<file path="src/rtl/regarb_pkg.sv">
// Shared definitions for the register-file write arbiter: width defaults, grant codes, slot record.
// Latency: n/a (types and constants only).
// Backpressure: n/a.
package regarb_pkg;

    localparam int DEF_DATA_W = 8;
    localparam int DEF_ADDR_W = 2;

    // Encoding of the grant output: which source produced the current RegWrite cycle
    localparam logic [1:0] GNT_NONE = 2'b00;
    localparam logic [1:0] GNT_REQ0 = 2'b01;
    localparam logic [1:0] GNT_REQ1 = 2'b10;

    // One held write: valid flag, destination register, data (default widths)
    typedef struct packed {
        logic                  v;
        logic [DEF_ADDR_W-1:0] addr;
        logic [DEF_DATA_W-1:0] data;
    } slot_t;

endpackage

</file>
<file path="src/rtl/regarb_slot.sv">
// One-entry holding buffer for a writeback requester with a valid/ready handshake.
// Latency: entry visible the cycle after the accepting edge.
// Backpressure: ready only when empty or being drained this cycle; 0 while in reset.
module regarb_slot
    import regarb_pkg::*;
#(
    parameter type entryT = slot_t
) (
    input  logic  clk,
    input  logic  rst_n,
    input  logic  inValid,
    output logic  inReady,
    input  entryT inEntry,
    input  logic  granted,
    output entryT entry
);

    // A slot being drained at this edge can be refilled at the same edge
    assign inReady = rst_n && (!entry.v || granted);

    // Capture a new write on handshake (caller presents v=1), otherwise empty on grant
    always_ff @(posedge clk or negedge rst_n) begin
        if (!rst_n) begin
            entry <= '0;
        end else if (inValid && inReady) begin
            entry <= inEntry;
        end else if (granted) begin
            entry.v <= 1'b0;
        end
    end

endmodule

</file>
<file path="src/rtl/regfile_write_arbiter.sv">
// Shares the register-file write port between ALU (req0) and load (req1) writeback; optional REGARB_BYPASS_EN adds a forwarding read port.
// Latency: RegWrite asserted the cycle after a slot fills when uncontended; a full slot is granted within 2 cycles.
// Backpressure: reqN_ready drops while its slot holds an ungranted write; one write per cycle in total.
module regfile_write_arbiter
    import regarb_pkg::*;
#(
    parameter  int DATA_W = DEF_DATA_W,
    parameter  int ADDR_W = DEF_ADDR_W,
    localparam int NREG   = 1 << ADDR_W
) (
    input  logic              clk,
    input  logic              rst_n,
    input  logic              req0_valid,
    output logic              req0_ready,
    input  logic [ADDR_W-1:0] req0_addr,
    input  logic [DATA_W-1:0] req0_data,
    input  logic              req1_valid,
    output logic              req1_ready,
    input  logic [ADDR_W-1:0] req1_addr,
    input  logic [DATA_W-1:0] req1_data,
`ifdef REGARB_BYPASS_EN
    input  logic [ADDR_W-1:0] fwd_addr,
    output logic              fwd_hit,
    output logic [DATA_W-1:0] fwd_data,
`endif
    output logic              RegWrite,
    output logic [ADDR_W-1:0] WriteR,
    output logic [DATA_W-1:0] WriteD,
    output logic [NREG-1:0]   pend,
    output logic [1:0]        grant
);

    typedef struct packed {
        logic              v;
        logic [ADDR_W-1:0] addr;
        logic [DATA_W-1:0] data;
    } slotT;

    slotT in0, in1, slot0, slot1;
    logic gnt0, gnt1, pick1;
    logic load0, load1;
    logic ageBit;   // 1: slot1 holds the older write
    logic rrPtr;    // 0: req0 favoured on a different-address tie, 1: req1

    assign in0   = '{v: 1'b1, addr: req0_addr, data: req0_data};
    assign in1   = '{v: 1'b1, addr: req1_addr, data: req1_data};
    assign load0 = req0_valid && req0_ready;
    assign load1 = req1_valid && req1_ready;

    regarb_slot #(.entryT(slotT)) uSlot0 (
        .clk     (clk),
        .rst_n   (rst_n),
        .inValid (req0_valid),
        .inReady (req0_ready),
        .inEntry (in0),
        .granted (gnt0),
        .entry   (slot0)
    );

    regarb_slot #(.entryT(slotT)) uSlot1 (
        .clk     (clk),
        .rst_n   (rst_n),
        .inValid (req1_valid),
        .inReady (req1_ready),
        .inEntry (in1),
        .granted (gnt1),
        .entry   (slot1)
    );

    // Pick a winner: lone full slot wins; same address goes to the older write; otherwise round-robin
    always_comb begin
        pick1 = 1'b0;
        if (slot0.v && slot1.v) begin
            pick1 = (slot0.addr == slot1.addr) ? ageBit : rrPtr;
        end else begin
            pick1 = slot1.v;
        end
        gnt0 = slot0.v && !pick1;
        gnt1 = slot1.v && pick1;
    end

    // Track relative age of the slots and rotate the round-robin pointer after every grant
    always_ff @(posedge clk or negedge rst_n) begin
        if (!rst_n) begin
            ageBit <= 1'b0;
            rrPtr  <= 1'b0;
        end else begin
            // Simultaneous accepts leave req0 older so req1's value lands last
            if (load0 && !load1) begin
                ageBit <= 1'b1;
            end else if (load1) begin
                ageBit <= 1'b0;
            end
            if (gnt0) begin
                rrPtr <= 1'b1;
            end else if (gnt1) begin
                rrPtr <= 1'b0;
            end
        end
    end

    // Output stage driving the register file; index/data hold when idle
    always_ff @(posedge clk or negedge rst_n) begin
        if (!rst_n) begin
            RegWrite <= 1'b0;
            WriteR   <= '0;
            WriteD   <= '0;
            grant    <= GNT_NONE;
        end else if (gnt0) begin
            RegWrite <= 1'b1;
            WriteR   <= slot0.addr;
            WriteD   <= slot0.data;
            grant    <= GNT_REQ0;
        end else if (gnt1) begin
            RegWrite <= 1'b1;
            WriteR   <= slot1.addr;
            WriteD   <= slot1.data;
            grant    <= GNT_REQ1;
        end else begin
            RegWrite <= 1'b0;
            grant    <= GNT_NONE;
        end
    end

    // Pending scoreboard: every register with a write still held in a slot or on the write port
    always_comb begin
        pend = '0;
        if (slot0.v) begin
            pend[slot0.addr] = 1'b1;
        end
        if (slot1.v) begin
            pend[slot1.addr] = 1'b1;
        end
        if (RegWrite) begin
            pend[WriteR] = 1'b1;
        end
    end

`ifdef REGARB_BYPASS_EN
    logic hit0, hit1, hitOut;

    assign hit0   = slot0.v && (slot0.addr == fwd_addr);
    assign hit1   = slot1.v && (slot1.addr == fwd_addr);
    assign hitOut = RegWrite && (WriteR == fwd_addr);
    assign fwd_hit = pend[fwd_addr];

    // Forward the newest pending value: younger slot, then older slot, then write port
    always_comb begin
        fwd_data = '0;
        if (hit0 && hit1) begin
            fwd_data = ageBit ? slot0.data : slot1.data;
        end else if (hit0) begin
            fwd_data = slot0.data;
        end else if (hit1) begin
            fwd_data = slot1.data;
        end else if (hitOut) begin
            fwd_data = WriteD;
        end
    end
`endif

endmodule

</file>
<file path="config.mk">
export PLATFORM = sky130hd
export DESIGN_NAME = regfile_write_arbiter
export DESIGN_NICKNAME = d
export VERILOG_FILES = /design/src/rtl/regarb_pkg.sv /design/src/rtl/regarb_slot.sv /design/src/rtl/regfile_write_arbiter.sv
export SDC_FILE = /design/constraint.sdc
export NUM_CORES = 1
export LEC_CHECK = 0
export CAP_MARGIN = 25
export CORE_UTILIZATION = 47
export DETAILED_ROUTE_END_ITERATION = 10
export PLACE_DENSITY = 0.75
export SYNTH_ARGS = -nofsm -noshare
export SYNTH_HDL_FRONTEND = slang
export SYNTH_HIERARCHICAL = 1
export SYNTH_SLANG_ARGS = --single-unit
</file>
<file path="constraint.sdc">
create_clock -name clk -period 2.5 [get_ports clk]
set_input_delay 0.375 -clock clk [delete_from_list [all_inputs] [get_ports clk]]
set_output_delay 0.375 -clock clk [all_outputs]
set_load 0.05 [all_outputs]
</file>
**Word level (Yosys, flattened, before mapping)**

Index checks and enable logic that the tools add are counted.

- Add/subtract/negate cells: 0
- Order comparisons: 6
- Reduce and logical (&&, ||, !) cells: 21
- Equal/unequal tests: 1
- $mul: 0
- Shifts and indexed selects: 0
- Div/mod/pow operators: 0
- Bitwise operators: 2
- Mux-type cells: 26

Operators by type and width:

| kind | count |
|---|---|
| two-way mux 8 bit | 2 |
| two-way mux 1 bit | 14 |
| two-way mux 4 bit | 3 |
| logical AND 1 bit | 11 |
| less-than comparator 2 x 3 -> 1 bit, second input constant | 3 |
| two-way mux 2 bit | 4 |
| bitwise OR 4 bit | 2 |
| nonzero test 2 bit | 4 |
| demux 1 bit (select 2 bit) | 3 |
| >= comparator 2 x 1 -> 1 bit, second input constant | 3 |
| logical NOT 1 bit | 4 |
| == test 2 bit | 1 |
| logical OR 1 bit | 2 |

- Bits in latches: 0
- Flip-flop bits (word level): 37
- Memories: 0
- Bits in writable memories: 0
- ROM bits: 0
- Output and inout bits: 19
- Logic and storage cells: 68

**Longest topological paths before layout**

- Depth in word-level cells: 10
- Mapped depth: 9

**Modules after synthesis**

The synthesis kept the hierarchy.

Modules (own cells, without submodules):

| module | area each (µm²) | instances | cells each |
|---|---|---|---|
| regarb_slot | 478.0 | 2 | 27 |
| regfile_write_arbiter | 875.8 | 1 | 85 |

**Worst setup path before layout**

No wires, ideal clock.

- Kind: flip-flop to output port
- From: register uSlot0/entry[10] (netlist name)
- To: output port pend[0]
- Data required time: 2.125 ns
- Cell stages (with the launch flop): 3
- Arrival time: 2.372 ns
- Setup slack: -0.247 ns
- Cells stage by stage: dfrtp_1 -> inv_1 -> o311ai_0

- Cells in the longest elaborated chain, start to end: 5

Ends and longest elaborated chain:

| item | RTL line | source |
|---|---|---|
| start, declared | regarb_slot.sv:15 | `output entryT entry` |
| start signal, assigned | regarb_slot.sv:26 | `entry <= inEntry;` |
| two-way mux 4 bit * | regfile_write_arbiter.sv:128 | `if (slot0.v) begin` |
| bitwise OR 4 bit (no line) | n/a |  |
| two-way mux 4 bit * | regfile_write_arbiter.sv:131 | `if (slot1.v) begin` |
| bitwise OR 4 bit (no line) | n/a |  |
| two-way mux 4 bit * | regfile_write_arbiter.sv:134 | `if (RegWrite) begin` |
| end, declared | regfile_write_arbiter.sv:29 | `output logic [NREG-1:0] pend,` |

Mark *: on every way between the ends. The rest lies on a longest branch, timed or not.

**Worst setup path after layout**

- From: register uSlot0/entry[9] (netlist name)
- To: output port req0_ready

- Cells in the longest elaborated chain, start to end: 7

Ends and longest elaborated chain:

| item | RTL line | source |
|---|---|---|
| == test 2 bit | regfile_write_arbiter.sv:74 | `pick1 = (slot0.addr == slot1.addr) ? ageBit : rrPtr;` |
| two-way mux 1 bit | regfile_write_arbiter.sv:74 |  |
| two-way mux 1 bit | regfile_write_arbiter.sv:73 | `if (slot0.v && slot1.v) begin` |
| logical NOT 1 bit | regfile_write_arbiter.sv:78 | `gnt0 = slot0.v && !pick1;` |
| logical AND 1 bit | regfile_write_arbiter.sv:78 |  |
| logical OR 1 bit | regarb_slot.sv:19 | `assign inReady = rst_n && (!entry.v \|\| granted);` |
| logical AND 1 bit | regarb_slot.sv:19 |  |
| end, declared | regfile_write_arbiter.sv:14 | `output logic req0_ready,` |

No other way between the ends.

==> results.sh <==
export IMPL_synth_edf_count=0
export IMPL_status="finished, final reports clean"
export IMPL_rows=22
export IMPL_p_clk_frac=0.132
export IMPL_m1WireLength_mm=1.750
export IMPL_gp_congestion=0.8516
export IMPL_multiInputGateArea_um2=843.3
export IMPL_power_density_mw_per_mm2=1640
export IMPL_synth_avg_cell_area_um2=13.18
export IMPL_critPathLaunchType="flip-flop"
export IMPL_cts_tree="built"
export IMPL_diodes=0
export IMPL_grt_pass1_vias=1345
export IMPL_hold_buffers=0
export IMPL_cts_root_buf="clkbuf_8"
export IMPL_setup_viol=0
export IMPL_crit_chain="xor2_2, nor2_1, a311oi_2, nand2b_4, and2_2, buf_12"
export IMPL_grt_use_total=0.2169
export IMPL_synth_area_leaders="dfrtp_1 51%, mux2_4 16%, a221o_1 5.5%, mux2i_1 4.4%, buf_6 3.1%"
export IMPL_dr_pass1_iters=4
export IMPL_overflow=0
export IMPL_endpoint_kind="primary output"
export IMPL_io_buffers=42
export IMPL_wl_met2_mm=2.115
export IMPL_synth_seq_area_share=0.5055
export IMPL_vias_per_cell=5.590
export IMPL_power_switching_uw=1743
export IMPL_htreeDepth=2
export IMPL_comb_power_share=0.556
export IMPL_cp_data_arrival_time_ns=2.04
export IMPL_slowest_stage="dfrtp_1"
export IMPL_ir_worst_vdd_mv=0.7455
export IMPL_wl_met3_um=209
export IMPL_clock_latency_ns=0.28
export IMPL_wl_mm=4.156
export IMPL_fin_util=0.6608
export IMPL_yosys_warnings=6
export IMPL_internal_power_uw=2255
export IMPL_finalCriticalPeriod_ns=2.418
export IMPL_crit_path_max_fanout=8
export IMPL_num_vias=1308
export IMPL_n_fill_cell=290
export IMPL_die_y_um=64.43
export IMPL_routed_top_layer="met4"
export IMPL_synth_commonest_cells="37 x dfrtp_1, 20 x mux2_4, 10 x a221o_1"
export IMPL_hold_viol=0
export IMPL_relSlewSlack=0.6439
export IMPL_area_growth_pct=33.06
export IMPL_async_reset_ff_frac=1.000
export IMPL_seq_area_um2=925.9
export IMPL_antenna_found_initial=0
export IMPL_coreArea_mm2=0.003689
export IMPL_cts_buffers=5
export IMPL_final_antenna_net_count=0
export IMPL_maxCapViolCount=0
export IMPL_cts_path_max_buffers=2
export IMPL_ys_ff_latch=37
export IMPL_initial_core_util=0.4966
export IMPL_finalClockSkew_ns=0.003662
export IMPL_crit_type="flip-flop to primary output"
export IMPL_cts_sinks=37
export IMPL_grt_pass1_wl_mm=6.630
export IMPL_finalPower_uw=3998
export IMPL_dieWidth_um=64.43
export IMPL_post_synth_top_area_cell="dfrtp_1"
export IMPL_synth_area_mm2=0.001832
export IMPL_final_setup_tns_ns=0
export IMPL_synth_top_area_frac=0.5055
export IMPL_syn_inst=139
export IMPL_worstPathRequired_ns=2.12
export IMPL_tightest_slew_ns=0.5342
export IMPL_die_area_mm2=0.004151
export IMPL_cp_slowest_stage_delay_ns=0.58
export IMPL_dp_hpwl_mm=2.797
export IMPL_power_frac_seq=0.312
export IMPL_leakage_uw=0.001082
export IMPL_drv_slew=0
export IMPL_post_cts_setup_buffer_count=0
export IMPL_ys_types=33
export IMPL_wl_per_cell_um=17.76
export IMPL_drtIter0Drc=90
export IMPL_grt_max_degree=27
export IMPL_post_route_period_util=0.9670
export IMPL_synth_ff_type="dfrtp_1"
export IMPL_num_io_pins=43
export IMPL_fmax_mhz=413.6
export IMPL_post_route_drc_count=0
export IMPL_cts_reportedPaths_clkPinSlew_ns=0.07
export IMPL_switching_share=0.4360
export IMPL_worstHoldPathType="primary input to asynchronous set/reset pin"
export IMPL_synth_most_common_cell="dfrtp_1"
export IMPL_final_layout_size_suffix_gt1_frac=0.2849
export IMPL_final_nets=209
-- worst paths after layout --
kind,startpoint,to,slack (ns),depth (start not counted)
worst max-delay path,uSlot0/entry[9],req0_ready,0.08,6
worst min-delay path,rst_n,uSlot0/entry[4],0.07,1
worst max register to register,uSlot0/entry[9],uSlot0/entry[0],0.27,6
worst min register to register,uSlot0/entry[1],WriteD[1],0.52,1
max in group asynchronous,rst_n,uSlot1/entry[2],1.80,2
min in group clk,uSlot0/entry[1],WriteD[1],0.52,1
-- flip-flops by register name, indices dropped and copies added (netlist names) --
signal,flops
uSlot1/entry,11
ageBit,1
WriteR,2
grant,2
RegWrite,1
rrPtr,1
uSlot0/entry,11
WriteD,8
-- timing repair --
item                       4_1_cts  5_1_grt
setup endpoints to repair        1        2
pin swaps                        0        0
resized for setup                1        2
-- metrics by stage --
step	setup slack, ns	instance area (um^2)	hold WS [ns]	cells
3_3_place_gp	0.4153	2303	0.3722	226
3_5_place_dp	0.3102	2303	0.3831	226
6_report	0.08245	2437	0.06858	234
4_1_cts	0.07722	2426	0.07562	234
2_1_floorplan	0.2783	1836	0.07941	140
5_1_grt	-0.02505	2437	0.09494	234
-- area by class of cell --
class                           count  area share
Sequential cell                    37      0.3799
Multi-Input combinational cell     92      0.3460
Timing Repair Buffer               46      0.1971
Clock buffer                        7     0.03542
Tap cell                           48     0.02464
Clock inverter                      1     0.01232
Inverter                            3    0.004620
-- metal layers --
| layer | global-route usage | vias to the layer above |
|---|---|---|
| li1 | - | 592 |
| met1 | 0.2696 | 661 |
| met2 | 0.3592 | 47 |
| met3 | 0.05634 | 8 |
| met4 | 0.08611 | 0 |
| met5 | 0 | - |
-- power by group through the flow --
stage | Combinational, uW | Sequential (uW) | Clock [uW]
final | 2220 | 1250 | 527
after global routing | 2350 | 1290 | 559
after CTS | 2200 | 1230 | 534
after detailed placement | 2170 | 1230 | 0
after global placement | 2140 | 1210 | 0
after floorplan | 1290 | 1470 | 0
-- cell usage in the layout (no fill, tap or decap), types with 3 or more instances in the layout --
master           count
inv_1                3
nor2_1               9
mux2i_1              8
dfrtp_1             37
buf_4                6
clkdlybuf4s50_1     35
nand2_1              8
a21oi_1              3
a221o_1             10
buf_12               4
nand3_1              7
clkbuf_8             6
mux2_4              20
-- critical path, delay by kind of cell, from the launching register on --
family	cells	cell delay, ns
flops	1	0.58
compound gates	1	0.33
xor+xnor	1	0.24
buf+inv	1	0.14
simple gates	3	0.45
-- cells by family (layout without fill, tap and decap cells) --
group                  after synthesis  in the layout  share of synthesized area
buffers and inverters               11             57                    0.04576
other                                1              2                   0.002047
XOR/XNOR                             4              4                    0.02323
AND/OR/NAND/NOR                     34             34                     0.1052
flip-flops                          37             37                     0.5055
AO/OA/AOI/OAI                       24             24                     0.1107
multiplexers                        28             28                     0.2077
Power figures use the tool's default switching activity.
